--- src/rtl/mem_access_mc_if.sv ---
// Execute-stage / data-RAM handshake bundle for the memory-access stage.
// slave  : the memory-access stage itself.
// master : whoever drives the stage (core pipeline plus RAM model).
interface mem_access_mc_if;
  // core side
  logic        Start;
  logic [31:0] Ins;
  logic [31:0] Addr;
  logic [31:0] Rdata2;
  logic        Busy;
  logic        Done;
  logic [31:0] Result;
  logic        AlignErr;
  logic        BusErr;
  // RAM side
  logic        MemReq;
  logic        MemWE;
  logic [31:0] MemAddr;
  logic [3:0]  MemBE;
  logic [31:0] MemWdata;
  logic        MemAck;
  logic [31:0] RamData;

  modport slave (
    input  Start, Ins, Addr, Rdata2, MemAck, RamData,
    output Busy, Done, Result, AlignErr, BusErr,
           MemReq, MemWE, MemAddr, MemBE, MemWdata
  );

  modport master (
    output Start, Ins, Addr, Rdata2, MemAck, RamData,
    input  Busy, Done, Result, AlignErr, BusErr,
           MemReq, MemWE, MemAddr, MemBE, MemWdata
  );
endinterface

--- src/rtl/mem_access_mc.sv ---
// Multi-cycle MIPS memory-access stage: byte/half/word loads and stores
// over a req/ack RAM port, with misalignment and RAM-timeout detection.
module mem_access_mc #(
  parameter bit BIG_ENDIAN = 1'b1,
  parameter int TIMEOUT    = 16,
  parameter int CNT_W      = 5
) (
  input  logic           CLK,
  input  logic           RST,
  mem_access_mc_if.slave m
);

  localparam logic [5:0] OP_LB  = 6'h20;
  localparam logic [5:0] OP_LH  = 6'h21;
  localparam logic [5:0] OP_LW  = 6'h23;
  localparam logic [5:0] OP_LBU = 6'h24;
  localparam logic [5:0] OP_LHU = 6'h25;
  localparam logic [5:0] OP_SB  = 6'h28;
  localparam logic [5:0] OP_SH  = 6'h29;
  localparam logic [5:0] OP_SW  = 6'h2B;

  // last counter value before abort; unused when TIMEOUT == 0
  localparam logic [CNT_W-1:0] TO_LAST = (TIMEOUT > 0) ? CNT_W'(TIMEOUT - 1) : '0;

  typedef enum logic [1:0] {IDLE, REQ, DONE} state_t;

  state_t            state_q, state_d;
  logic [5:0]        op_q, op_d;
  logic [31:0]       addr_q, addr_d;
  logic [CNT_W-1:0]  cnt_q, cnt_d;
  logic              done_q, done_d;
  logic [31:0]       result_q, result_d;
  logic              aerr_q, aerr_d;
  logic              berr_q, berr_d;
  logic              req_q, req_d;
  logic              we_q, we_d;
  logic [31:0]       maddr_q, maddr_d;
  logic [3:0]        be_q, be_d;
  logic [31:0]       wd_q, wd_d;

  // only the opcode field of the instruction matters here
  wire unused_ins = ^m.Ins[25:0];

  // lane holding the byte at offset ofs
  function automatic logic [1:0] byte_lane(input logic [1:0] ofs);
    return BIG_ENDIAN ? 2'd3 - ofs : ofs;
  endfunction

  // lower-index lane of the halfword at (even) offset ofs
  function automatic logic [1:0] half_lane(input logic [1:0] ofs);
    return BIG_ENDIAN ? 2'd2 - ofs : ofs;
  endfunction

  function automatic logic is_mem_op(input logic [5:0] op);
    case (op)
      OP_LB, OP_LH, OP_LW, OP_LBU, OP_LHU, OP_SB, OP_SH, OP_SW: return 1'b1;
      default: return 1'b0;
    endcase
  endfunction

  function automatic logic misaligned(input logic [5:0] op, input logic [1:0] ofs);
    case (op)
      OP_LH, OP_LHU, OP_SH: return ofs[0];
      OP_LW, OP_SW:         return |ofs;
      default:              return 1'b0;
    endcase
  endfunction

  // pull the addressed byte/half/word out of the RAM word and extend it
  function automatic logic [31:0] load_ext(input logic [5:0] op, input logic [1:0] ofs,
                                           input logic [31:0] w);
    logic [31:0] bsh, hsh;
    bsh = w >> {byte_lane(ofs), 3'b000};
    hsh = w >> {half_lane(ofs), 3'b000};
    case (op)
      OP_LB:   return {{24{bsh[7]}}, bsh[7:0]};
      OP_LBU:  return {24'h0, bsh[7:0]};
      OP_LH:   return {{16{hsh[15]}}, hsh[15:0]};
      OP_LHU:  return {16'h0, hsh[15:0]};
      default: return w;
    endcase
  endfunction

  wire [5:0] in_op    = m.Ins[31:26];
  wire       in_store = (in_op == OP_SB) || (in_op == OP_SH) || (in_op == OP_SW);
  wire       q_store  = (op_q == OP_SB) || (op_q == OP_SH) || (op_q == OP_SW);

  // next-state and next-output logic; every register holds by default
  always_comb begin
    state_d  = state_q;
    op_d     = op_q;
    addr_d   = addr_q;
    cnt_d    = cnt_q;
    done_d   = 1'b0;
    result_d = result_q;
    aerr_d   = aerr_q;
    berr_d   = berr_q;
    req_d    = req_q;
    we_d     = we_q;
    maddr_d  = maddr_q;
    be_d     = be_q;
    wd_d     = wd_q;
    case (state_q)
      IDLE: if (m.Start) begin
        op_d   = in_op;
        addr_d = m.Addr;
        cnt_d  = '0;
        if (!is_mem_op(in_op)) begin
          state_d  = DONE;
          done_d   = 1'b1;
          result_d = m.Addr;
          aerr_d   = 1'b0;
          berr_d   = 1'b0;
        end else if (misaligned(in_op, m.Addr[1:0])) begin
          state_d  = DONE;
          done_d   = 1'b1;
          result_d = '0;
          aerr_d   = 1'b1;
          berr_d   = 1'b0;
        end else begin
          state_d = REQ;
          req_d   = 1'b1;
          we_d    = in_store;
          maddr_d = {m.Addr[31:2], 2'b00};
          case (in_op)
            OP_SB: begin
              be_d = 4'b0001 << byte_lane(m.Addr[1:0]);
              wd_d = {4{m.Rdata2[7:0]}};
            end
            OP_SH: begin
              be_d = 4'b0011 << half_lane(m.Addr[1:0]);
              wd_d = {2{m.Rdata2[15:0]}};
            end
            OP_SW: begin
              be_d = 4'b1111;
              wd_d = m.Rdata2;
            end
            default: begin
              be_d = 4'b1111;
              wd_d = '0;
            end
          endcase
        end
      end
      REQ: begin
        // an ack in the final timeout cycle still completes the access
        if (m.MemAck) begin
          state_d  = DONE;
          done_d   = 1'b1;
          req_d    = 1'b0;
          result_d = q_store ? addr_q : load_ext(op_q, addr_q[1:0], m.RamData);
          aerr_d   = 1'b0;
          berr_d   = 1'b0;
        end else if ((TIMEOUT != 0) && (cnt_q == TO_LAST)) begin
          state_d  = DONE;
          done_d   = 1'b1;
          req_d    = 1'b0;
          result_d = '0;
          aerr_d   = 1'b0;
          berr_d   = 1'b1;
        end else begin
          cnt_d = cnt_q + 1'b1;
        end
      end
      DONE:    state_d = IDLE;
      default: state_d = IDLE;
    endcase
  end

  // state and output registers; reset aborts any access in flight
  always_ff @(posedge CLK or posedge RST) begin
    if (RST) begin
      state_q  <= IDLE;
      op_q     <= '0;
      addr_q   <= '0;
      cnt_q    <= '0;
      done_q   <= 1'b0;
      result_q <= '0;
      aerr_q   <= 1'b0;
      berr_q   <= 1'b0;
      req_q    <= 1'b0;
      we_q     <= 1'b0;
      maddr_q  <= '0;
      be_q     <= '0;
      wd_q     <= '0;
    end else begin
      state_q  <= state_d;
      op_q     <= op_d;
      addr_q   <= addr_d;
      cnt_q    <= cnt_d;
      done_q   <= done_d;
      result_q <= result_d;
      aerr_q   <= aerr_d;
      berr_q   <= berr_d;
      req_q    <= req_d;
      we_q     <= we_d;
      maddr_q  <= maddr_d;
      be_q     <= be_d;
      wd_q     <= wd_d;
    end
  end

  assign m.Busy     = (state_q != IDLE);
  assign m.Done     = done_q;
  assign m.Result   = result_q;
  assign m.AlignErr = aerr_q;
  assign m.BusErr   = berr_q;
  assign m.MemReq   = req_q;
  assign m.MemWE    = we_q;
  assign m.MemAddr  = maddr_q;
  assign m.MemBE    = be_q;
  assign m.MemWdata = wd_q;

endmodule

--- src/flat_wrapper.sv ---
// flat-port wrapper written by rule: the top's interface ports become plain ports
module mem_access_mc_flat 
#(
  parameter bit BIG_ENDIAN = 1'b1,
  parameter int TIMEOUT    = 16,
  parameter int CNT_W      = 5
)
  (CLK, RST, m_Start, m_Ins, m_Addr, m_Rdata2, m_MemAck, m_RamData, m_Busy, m_Done, m_Result, m_AlignErr, m_BusErr, m_MemReq, m_MemWE, m_MemAddr, m_MemBE, m_MemWdata);
  mem_access_mc_if m_i ();
  input  logic CLK;
  input  logic RST;
  input wire logic [$bits(m_i.Start)-1:0] m_Start;
  input wire logic [$bits(m_i.Ins)-1:0] m_Ins;
  input wire logic [$bits(m_i.Addr)-1:0] m_Addr;
  input wire logic [$bits(m_i.Rdata2)-1:0] m_Rdata2;
  input wire logic [$bits(m_i.MemAck)-1:0] m_MemAck;
  input wire logic [$bits(m_i.RamData)-1:0] m_RamData;
  output wire logic [$bits(m_i.Busy)-1:0] m_Busy;
  output wire logic [$bits(m_i.Done)-1:0] m_Done;
  output wire logic [$bits(m_i.Result)-1:0] m_Result;
  output wire logic [$bits(m_i.AlignErr)-1:0] m_AlignErr;
  output wire logic [$bits(m_i.BusErr)-1:0] m_BusErr;
  output wire logic [$bits(m_i.MemReq)-1:0] m_MemReq;
  output wire logic [$bits(m_i.MemWE)-1:0] m_MemWE;
  output wire logic [$bits(m_i.MemAddr)-1:0] m_MemAddr;
  output wire logic [$bits(m_i.MemBE)-1:0] m_MemBE;
  output wire logic [$bits(m_i.MemWdata)-1:0] m_MemWdata;
  assign m_i.Start = m_Start;
  assign m_i.Ins = m_Ins;
  assign m_i.Addr = m_Addr;
  assign m_i.Rdata2 = m_Rdata2;
  assign m_i.MemAck = m_MemAck;
  assign m_i.RamData = m_RamData;
  assign m_Busy = m_i.Busy;
  assign m_Done = m_i.Done;
  assign m_Result = m_i.Result;
  assign m_AlignErr = m_i.AlignErr;
  assign m_BusErr = m_i.BusErr;
  assign m_MemReq = m_i.MemReq;
  assign m_MemWE = m_i.MemWE;
  assign m_MemAddr = m_i.MemAddr;
  assign m_MemBE = m_i.MemBE;
  assign m_MemWdata = m_i.MemWdata;
  mem_access_mc #(.BIG_ENDIAN(BIG_ENDIAN), .TIMEOUT(TIMEOUT), .CNT_W(CNT_W)) u_core (.CLK(CLK), .RST(RST), .m(m_i));
endmodule
--- config.mk ---
export PLATFORM = sky130hd
export DESIGN_NAME = mem_access_mc_flat
export DESIGN_NICKNAME = d
export VERILOG_FILES = /design/src/rtl/mem_access_mc_if.sv /design/src/rtl/mem_access_mc.sv /design/src/flat_wrapper.sv
export SDC_FILE = /design/constraint.sdc
export NUM_CORES = 1
export LEC_CHECK = 0
export BUFFER_PORTS_ARGS = -buffer_cell sky130_fd_sc_hd__buf_2
export CAP_MARGIN = 20
export CORE_ASPECT_RATIO = 0.8
export CORE_MARGIN = 1
export CORE_UTILIZATION = 40
export DETAILED_ROUTE_END_ITERATION = 6
export PLACE_DENSITY_LB_ADDON = 0.15
export SETUP_SLACK_MARGIN = 0.5
export SLEW_MARGIN = 20
export SYNTH_ARGS = -nofsm -noshare
export SYNTH_HDL_FRONTEND = slang
export SYNTH_SLANG_ARGS = --single-unit
--- constraint.sdc ---
create_clock -name CLK -period 12.25 [get_ports CLK]
set_input_delay 0.6125 -clock CLK [delete_from_list [all_inputs] [get_ports CLK]]
set_output_delay 0.6125 -clock CLK [all_outputs]
set_load 0.01 [all_outputs]
==> results of run 1 <==
[kinds of logic (layout without fill, tap and decap cells)]
family / Yosys count / after routing / synth area share, %
AOI/OAI and AO/OA: 233 / 233 / 18.8
xor gates and xnor gates: 3 / 3 / 0.333
adders and majority gates: 6 / 6 / 0.951
muxes: 37 / 37 / 5.12
DFF: 148 / 148 / 46.9
buffers and inverters: 89 / 266 / 4.88
and+or+nand+nor: 421 / 421 / 22.9
other: 1 / 2 / 0.0475
[metrics by stage]
| stage | utilization [%] | hold WS, ps | cells |
|---|---|---|---|
| 2_1_floorplan | - | 446 | 939 |
| 3_3_place_gp | 47.2 | 448 | 1341 |
| 3_5_place_dp | 47.3 | 450 | 1342 |
| 4_1_cts | 50.3 | 391 | 1374 |
| 5_1_grt | 50.4 | 405 | 1374 |
| 6_report | 50.4 | 345 | 1374 |
[flip-flops by register name, indices dropped and copies added (netlist names), 2 cells and up]
signal / cells
u_core.m.MemBE: 4
u_core.op_q: 6
u_core.addr_q: 32
u_core.state_q: 2
u_core.m.Result: 32
u_core.m.MemAddr: 30
u_core.cnt_q: 5
u_core.m.MemWdata: 32
[critical path, stage by stage (launching register included)]
cell and delay [ps]:
dfrtp_1 420, or2_1 290, or2_2 620, or4_2 1050, buf_4 440, a221oi_1 310, nor2_1 70
[cell type report]
cell class / count / area (sq um)
Fill cell: 1930 / 9500
Multi-Input combinational cell: 702 / 3830
Sequential cell: 148 / 3700
Timing Repair Buffer: 222 / 1150
Clock buffer: 18 / 439
Tap cell: 258 / 323
Clock inverter: 14 / 143
Inverter: 12 / 50.0
[placed cells by master (no fill, tap or decap), drive strengths merged, types with 3 or more instances in the layout]
master | synthesis | final
a311oi | 6 | 6
clkbuf | 50 | 18
nor3b | 3 | 3
nor2 | 78 | 78
and3 | 4 | 4
nor2b | 11 | 11
buf | 27 | 222
inv | 11 | 18
a211oi | 3 | 3
mux2 | 27 | 27
a21oi | 69 | 69
ha | 6 | 6
a32o | 5 | 5
nand4 | 26 | 26
mux2i | 10 | 10
o311ai | 6 | 6
a221oi | 9 | 9
xor2 | 3 | 3
nand2b | 7 | 7
o21ai | 61 | 61
o211ai | 9 | 9
a31oi | 3 | 3
o31ai | 26 | 26
a22oi | 22 | 22
nand2 | 263 | 263
nand3 | 9 | 9
or2 | 3 | 3
nor4 | 7 | 7
clkinv | 1 | 5
dfrtp | 148 | 148
[metal layers]
layer | vias up | track usage, % | share of wire [%]
met1 | 3607 | 38.6 | 51
met4 | 0 | 7.64 | 1.5
met5 | - | 0 | 0
met3 | 28 | 4.24 | 5.2
met2 | 244 | 36.0 | 43
li1 | 3595 | - | -
[how the worst max path moves through the flow]
stage               slack [ps]               endpoint  depth (start not counted)         startpoint
floorplan                 7660       u_core.addr_q[0]                          1                RST
detailed placement        8440  u_core.m.MemWdata[19]                          7          m_Ins[26]
global route              8670  u_core.m.MemWdata[20]                          7          m_Ins[26]
finish                    8910  u_core.m.MemWdata[19]                          6  u_core.state_q[0]
global placement          8470  u_core.m.MemWdata[23]                          7          m_Ins[26]
CTS                       8850  u_core.m.MemWdata[19]                          6  u_core.state_q[0]
[synthesized netlist by cell type, drive strengths merged, types with 2 or more instances]
cell type / count / area [sq um]
a22o: 2 / 17.5
nand2b: 7 / 43.8
nand4: 26 / 163
nor3b: 3 / 27.5
nand2: 263 / 987
and3: 4 / 25.0
o22ai: 2 / 12.5
o31ai: 26 / 205
dfrtp: 148 / 3700
a221oi: 9 / 78.8
buf: 27 / 153
and2: 2 / 12.5
inv: 11 / 41.3
or2: 3 / 18.8
ha: 6 / 75.1
o211ai: 9 / 67.6
a311oi: 6 / 52.6
nor4: 7 / 58.8
o21ai: 61 / 305
nand3: 9 / 45.0
mux2i: 10 / 100
a22oi: 22 / 165
clkbuf: 50 / 188
a21oi: 69 / 345
nor2b: 11 / 68.8
mux2: 27 / 304
xor2: 3 / 26.3
o311ai: 6 / 52.6
a211oi: 3 / 22.5
nor2: 78 / 293
a21o: 2 / 15.0
a32o: 5 / 50.1
a31oi: 3 / 18.8
or3b: 2 / 17.5
[power by group]
part | leakage [nW] | total, mW | switching, mW | internal [mW]
registers | 1.86 | 0.657 | 0.0650 | 0.592
clock network | 0.282 | 0.522 | 0.230 | 0.291
logic | 2.57 | 0.442 | 0.270 | 0.172
total | 4.71 | 1.62 | 0.565 | 1.06
==> out/qor.yml, run 1 <==
initial_core_util_pct: 41.2
min_period_ps: 3340
grt_max_degree: 91
r2r-end: "u_core.m.MemWdata[19]"
layout-drive-gt1-share_pct: 26.7
die_w_um: 159
clock_skew_ps: 8.30
ys_ff_latch: 148
firstDrtPassIters: 5
r2r-start: "u_core.state_q[0]"
clk_latency_ps: 430
cts_tree: "yes"
setup_slack_ps: 8910
post-route-drc-count: 0
fp-row-count: 45
cp-end-kind: "register"
cts_resized: 0
grt_pass1_vias: 6913
worst_pin_slew_ps: 1050
hp-class: "primary input to asynchronous set/reset pin"
htree_levels: 4
place.gp.congestion: 0.871
antenna_found_initial: 0
place_ws_ps: 8440
postLayoutCellArea_sq_um: 9640
critical_path_class: "register to register"
placed_area_sq_um: 9050
boundaryPins: 238
clock-sinks: 148
ant_nets: 0
total_power_mw: 1.62
final_nets: 1241
r2r_slack_ps: 8910
cts_hold_buf: 0
totalWireLength_um: 25000
synthArstFlopShare_pct: 100
rsz0062_at_grt: "false"
synth_cell_types: 61
post_cts_buffers: 0
vdd_drop_max_mv: 0.111
ys_seq_area_share_pct: 46.9
setup_tns_ps: 0
die_area_sq_um: 20300
finalMaxSlewViolations: 0
syn_inst: 938
ys_warn_count: 0
vias: 7474
fin_crit_sh_pct: 27.3
crit_arrival_ps: 3650
post-dp-hpwl_um: 17100
viasPerCell: 5.44
hold_violations: 0
dieHeight_um: 128
grt_use_total_pct: 25.2
synth-main-ff-cell: "dfrtp_1"
syn_to_final_growth_pct: 22.1
max_freq_ghz: 0.300
p_per_area_nw_per_um2: 168
reg2regPathDepth: 6
worst_setup_path_start_kind: "register"
syn_area_per_cell_sq_um: 8.42
cp.required_ps: 12560
grt_pass1_wl_um: 39900
maxCapViolations: 0
cts_inserted_buffers: 17
status: "finished, final reports clean"
synth-edff-count: 0
syn-cell-area_sq_um: 7900
post_drt_wl_per_cell_um: 18.2
core_sq_um: 19100
n_antenna_cell: 0
p_leak_nw: 4.71
ctsRootBufferMaster: "clkbuf_16"
crit_fanout: 63
timing.final.setup_violations: 0
relSlewSlack_pct: 29.7
port-buffer-count: 209
path_clk_slew_ps: 70
cts_buffer_depth: 2
initialDrtViolationCount: 628
overflow: 0
Note: power is estimated with default switching activity, not from simulation.
==> inputs of run 2 (changes only) <==
==> constraint.sdc (replaced) <==
create_clock -name CLK -period 3.2 [get_ports CLK]
set_input_delay 0.16 -clock CLK [delete_from_list [all_inputs] [get_ports CLK]]
set_output_delay 0.16 -clock CLK [all_outputs]
set_load 0.01 [all_outputs]
==> out/qor.yml, run 2 (synthesized netlist as in run 1, its figures left out) <==
status: "finished, final reports clean"
hold_path.startpoint: "m_Rdata2[5]"
grt_max_degree: 68  # -25%
cp-end-kind: "register"
finalMaxSlewViolations: 0  # unchanged
initialDrtViolationCount: 627  # -0.16%
clk_latency_ps: 430  # about the same
clock_skew_ps: 8.56  # +0.260 ps
antenna_found_initial: 0  # unchanged
p_leak_nw: 4.97  # +5.5%
final_cell_mix: "nand2_1 (263), buf_2 (209), dfrtp_1 (148), nor2_1 (76), a21oi_1 (69)"
pwr-share-comb_pct: 27.9  # +0.6 points
post-dp-hpwl_um: 17300  # +1.2%
overflow: 0  # unchanged
layout-drive-gt1-share_pct: 26.4  # -0.30 points
post_cts_buffers: 0  # unchanged
die_area_sq_um: 20300  # unchanged
cts_inserted_buffers: 17  # unchanged
min_period_ps: 2490  # -847 ps
post_drt_wl_per_cell_um: 17.7  # -2.3%
crit_fanout: 63  # unchanged
setup_tns_ps: 0  # unchanged
viasPerCell: 5.36  # -1.4%
wl_met2_um: 10900  # +2.5%
worst_hold_path.num_cells: 3
port-buffer-count: 209  # unchanged
grt_pass1_vias: 7202  # +4.2%
cp.required_ps: 3500  # -9060 ps
fin_crit_sh_pct: 77.9  # +51 points
clock-sinks: 148  # unchanged
crit_arrival_ps: 2790  # -860 ps
p_switching_mw: 2.14  # +280%
cp.buffers_inverters: 1  # unchanged
syn_to_final_growth_pct: 29.5
reg2regPathDepth: 6  # unchanged
swShare_pct: 33.6  # -1.2 points
crit_top_cell: "or2_1"
fp-row-count: 45  # unchanged
dp_cells: 1358  # +1.2%
critPathTopFamily: "simple AND/OR/NAND/NOR gates"
wl_met3_um: 1640  # +26%
crit_path_top_delay_cell: "or4_2"
die_w_um: 159  # unchanged
worst_pin_slew_ps: 670  # -380 ps
boundaryPins: 238  # unchanged
ant_nets: 0  # unchanged
fin_cells: 1432  # +4.2%
core_sq_um: 19100  # unchanged
dieHeight_um: 128  # unchanged
timing.final.setup_violations: 0  # unchanged
cts_resized: 0  # unchanged
r2r-end: "u_core.m.MemWdata[23]"
worst_setup_path_start_kind: "register"
initial_core_util_pct: 41.2  # unchanged
maxCapViolations: 0  # unchanged
totalWireLength_um: 25400  # +1.8%
vdd_drop_max_mv: 0.357  # +220%
hold_path_end: "u_core.m.MemWdata[5]"
hp-class: "primary input to register"
r2r_slack_ps: 710  # -8200 ps
setup_slack_ps: 708  # -8200 ps
vias: 7679  # +2.7%
top_layer: "met4"
wl_met1_um: 12500  # -1.0%
post-route-drc-count: 0  # unchanged
r2r-start: "u_core.state_q[0]"
relSlewSlack_pct: 55.3  # +26 points
hold_violations: 0  # unchanged
max_freq_ghz: 0.401  # +34%
internal_power_mw: 4.22  # +300%
pwr-share-seq_pct: 39.4  # -1.1 points
htree_levels: 4  # unchanged
cts_buffer_depth: 2  # unchanged
grt_use_total_pct: 25.3  # +0.13 points
cts_hold_buf: 42  # +42
n_antenna_cell: 0  # unchanged
grt_pass1_wl_um: 40200  # +0.93%
place.gp.congestion: 0.889  # +2.0%
p_clk_share_pct: 32.7  # +0.5 points
cts_tree: "yes"
critical_path.max_stage_delay_ps: 680  # -370 ps
critical_path.cell_chain: "or2_1 -> or2_1 -> or4_2 -> buf_4 -> a221oi_1 -> nor2_1"
mostFrequentLayoutCell: "nand2_1"
ctsRootBufferMaster: "clkbuf_16"
place_ws_ps: 729  # -7710 ps
p_per_area_nw_per_um2: 622  # +270%
critical_path_class: "register to register"
final_nets: 1299  # +4.7%
rsz0062_at_grt: "false"
path_clk_slew_ps: 70  # about the same
firstDrtPassIters: 6  # +1
==> run 2: worst register-to-register path, cell delays in order, from the launching register on <==
cell,delay [ps]
dfrtp_1,420
or2_1,300
or2_1,240
or4_2,680
buf_4,350
a221oi_1,320
nor2_1,70
==> run 2: power by group through the flow <==
stage / Sequential [mW] / Combinational [mW] / Clock (mW)
after global placement: 2.52 / 1.71 / 0
final: 2.51 / 1.77 / 2.08
after CTS: 2.50 / 1.78 / 2.13
after global routing: 2.55 / 1.96 / 2.21
after detailed placement: 2.53 / 1.73 / 0
after floorplan: 2.64 / 0.913 / 0
==> run 2: area by class of cell <==
cell class / count / area, sq um
fill: 1834 / 8920
clock buffer: 18 / 429
sequential: 148 / 3700
multi-input combinational: 702 / 3830
tap: 258 / 323
timing repair buffer: 280 / 1720
inverter: 12 / 48.8
clock inverter: 14 / 175
==> run 2: metrics by stage <==
stage	hold slack (ps)	power, mW	area (sq um)	utilization (%)
floorplan	261	3.55	7900	-
global placement	196	4.23	9200	48.1
detailed placement	188	4.26	9200	48.1
CTS	0.141	6.41	10200	53.4
global route	18.0	6.73	10200	53.4
finish	28.4	6.36	10200	53.4
==> run 2: worst max-delay path by stage <==
| stage | startpoint | to | slack (ps) | depth (start not counted) |
|---|---|---|---|---|
| floorplan | u_core.state_q[0] | u_core.m.MemWdata[16] | 1030 | 8 |
| global placement | m_Addr[0] | u_core.m.Result[31] | 760 | 9 |
| detailed placement | u_core.state_q[0] | u_core.m.MemWdata[21] | 730 | 6 |
| CTS | u_core.state_q[0] | u_core.m.MemWdata[23] | 730 | 6 |
| global route | u_core.state_q[0] | u_core.m.MemWdata[16] | 560 | 6 |
| finish | u_core.state_q[0] | u_core.m.MemWdata[23] | 710 | 6 |
==> run 2: layer usage <==
| metal | vias to the layer above | global-route usage (%) |
|---|---|---|
| li1 | 3705 | - |
| met1 | 3662 | 38.2 |
| met5 | - | 0 |
| met2 | 286 | 36.8 |
| met3 | 26 | 4.66 |
| met4 | 0 | 7.30 |
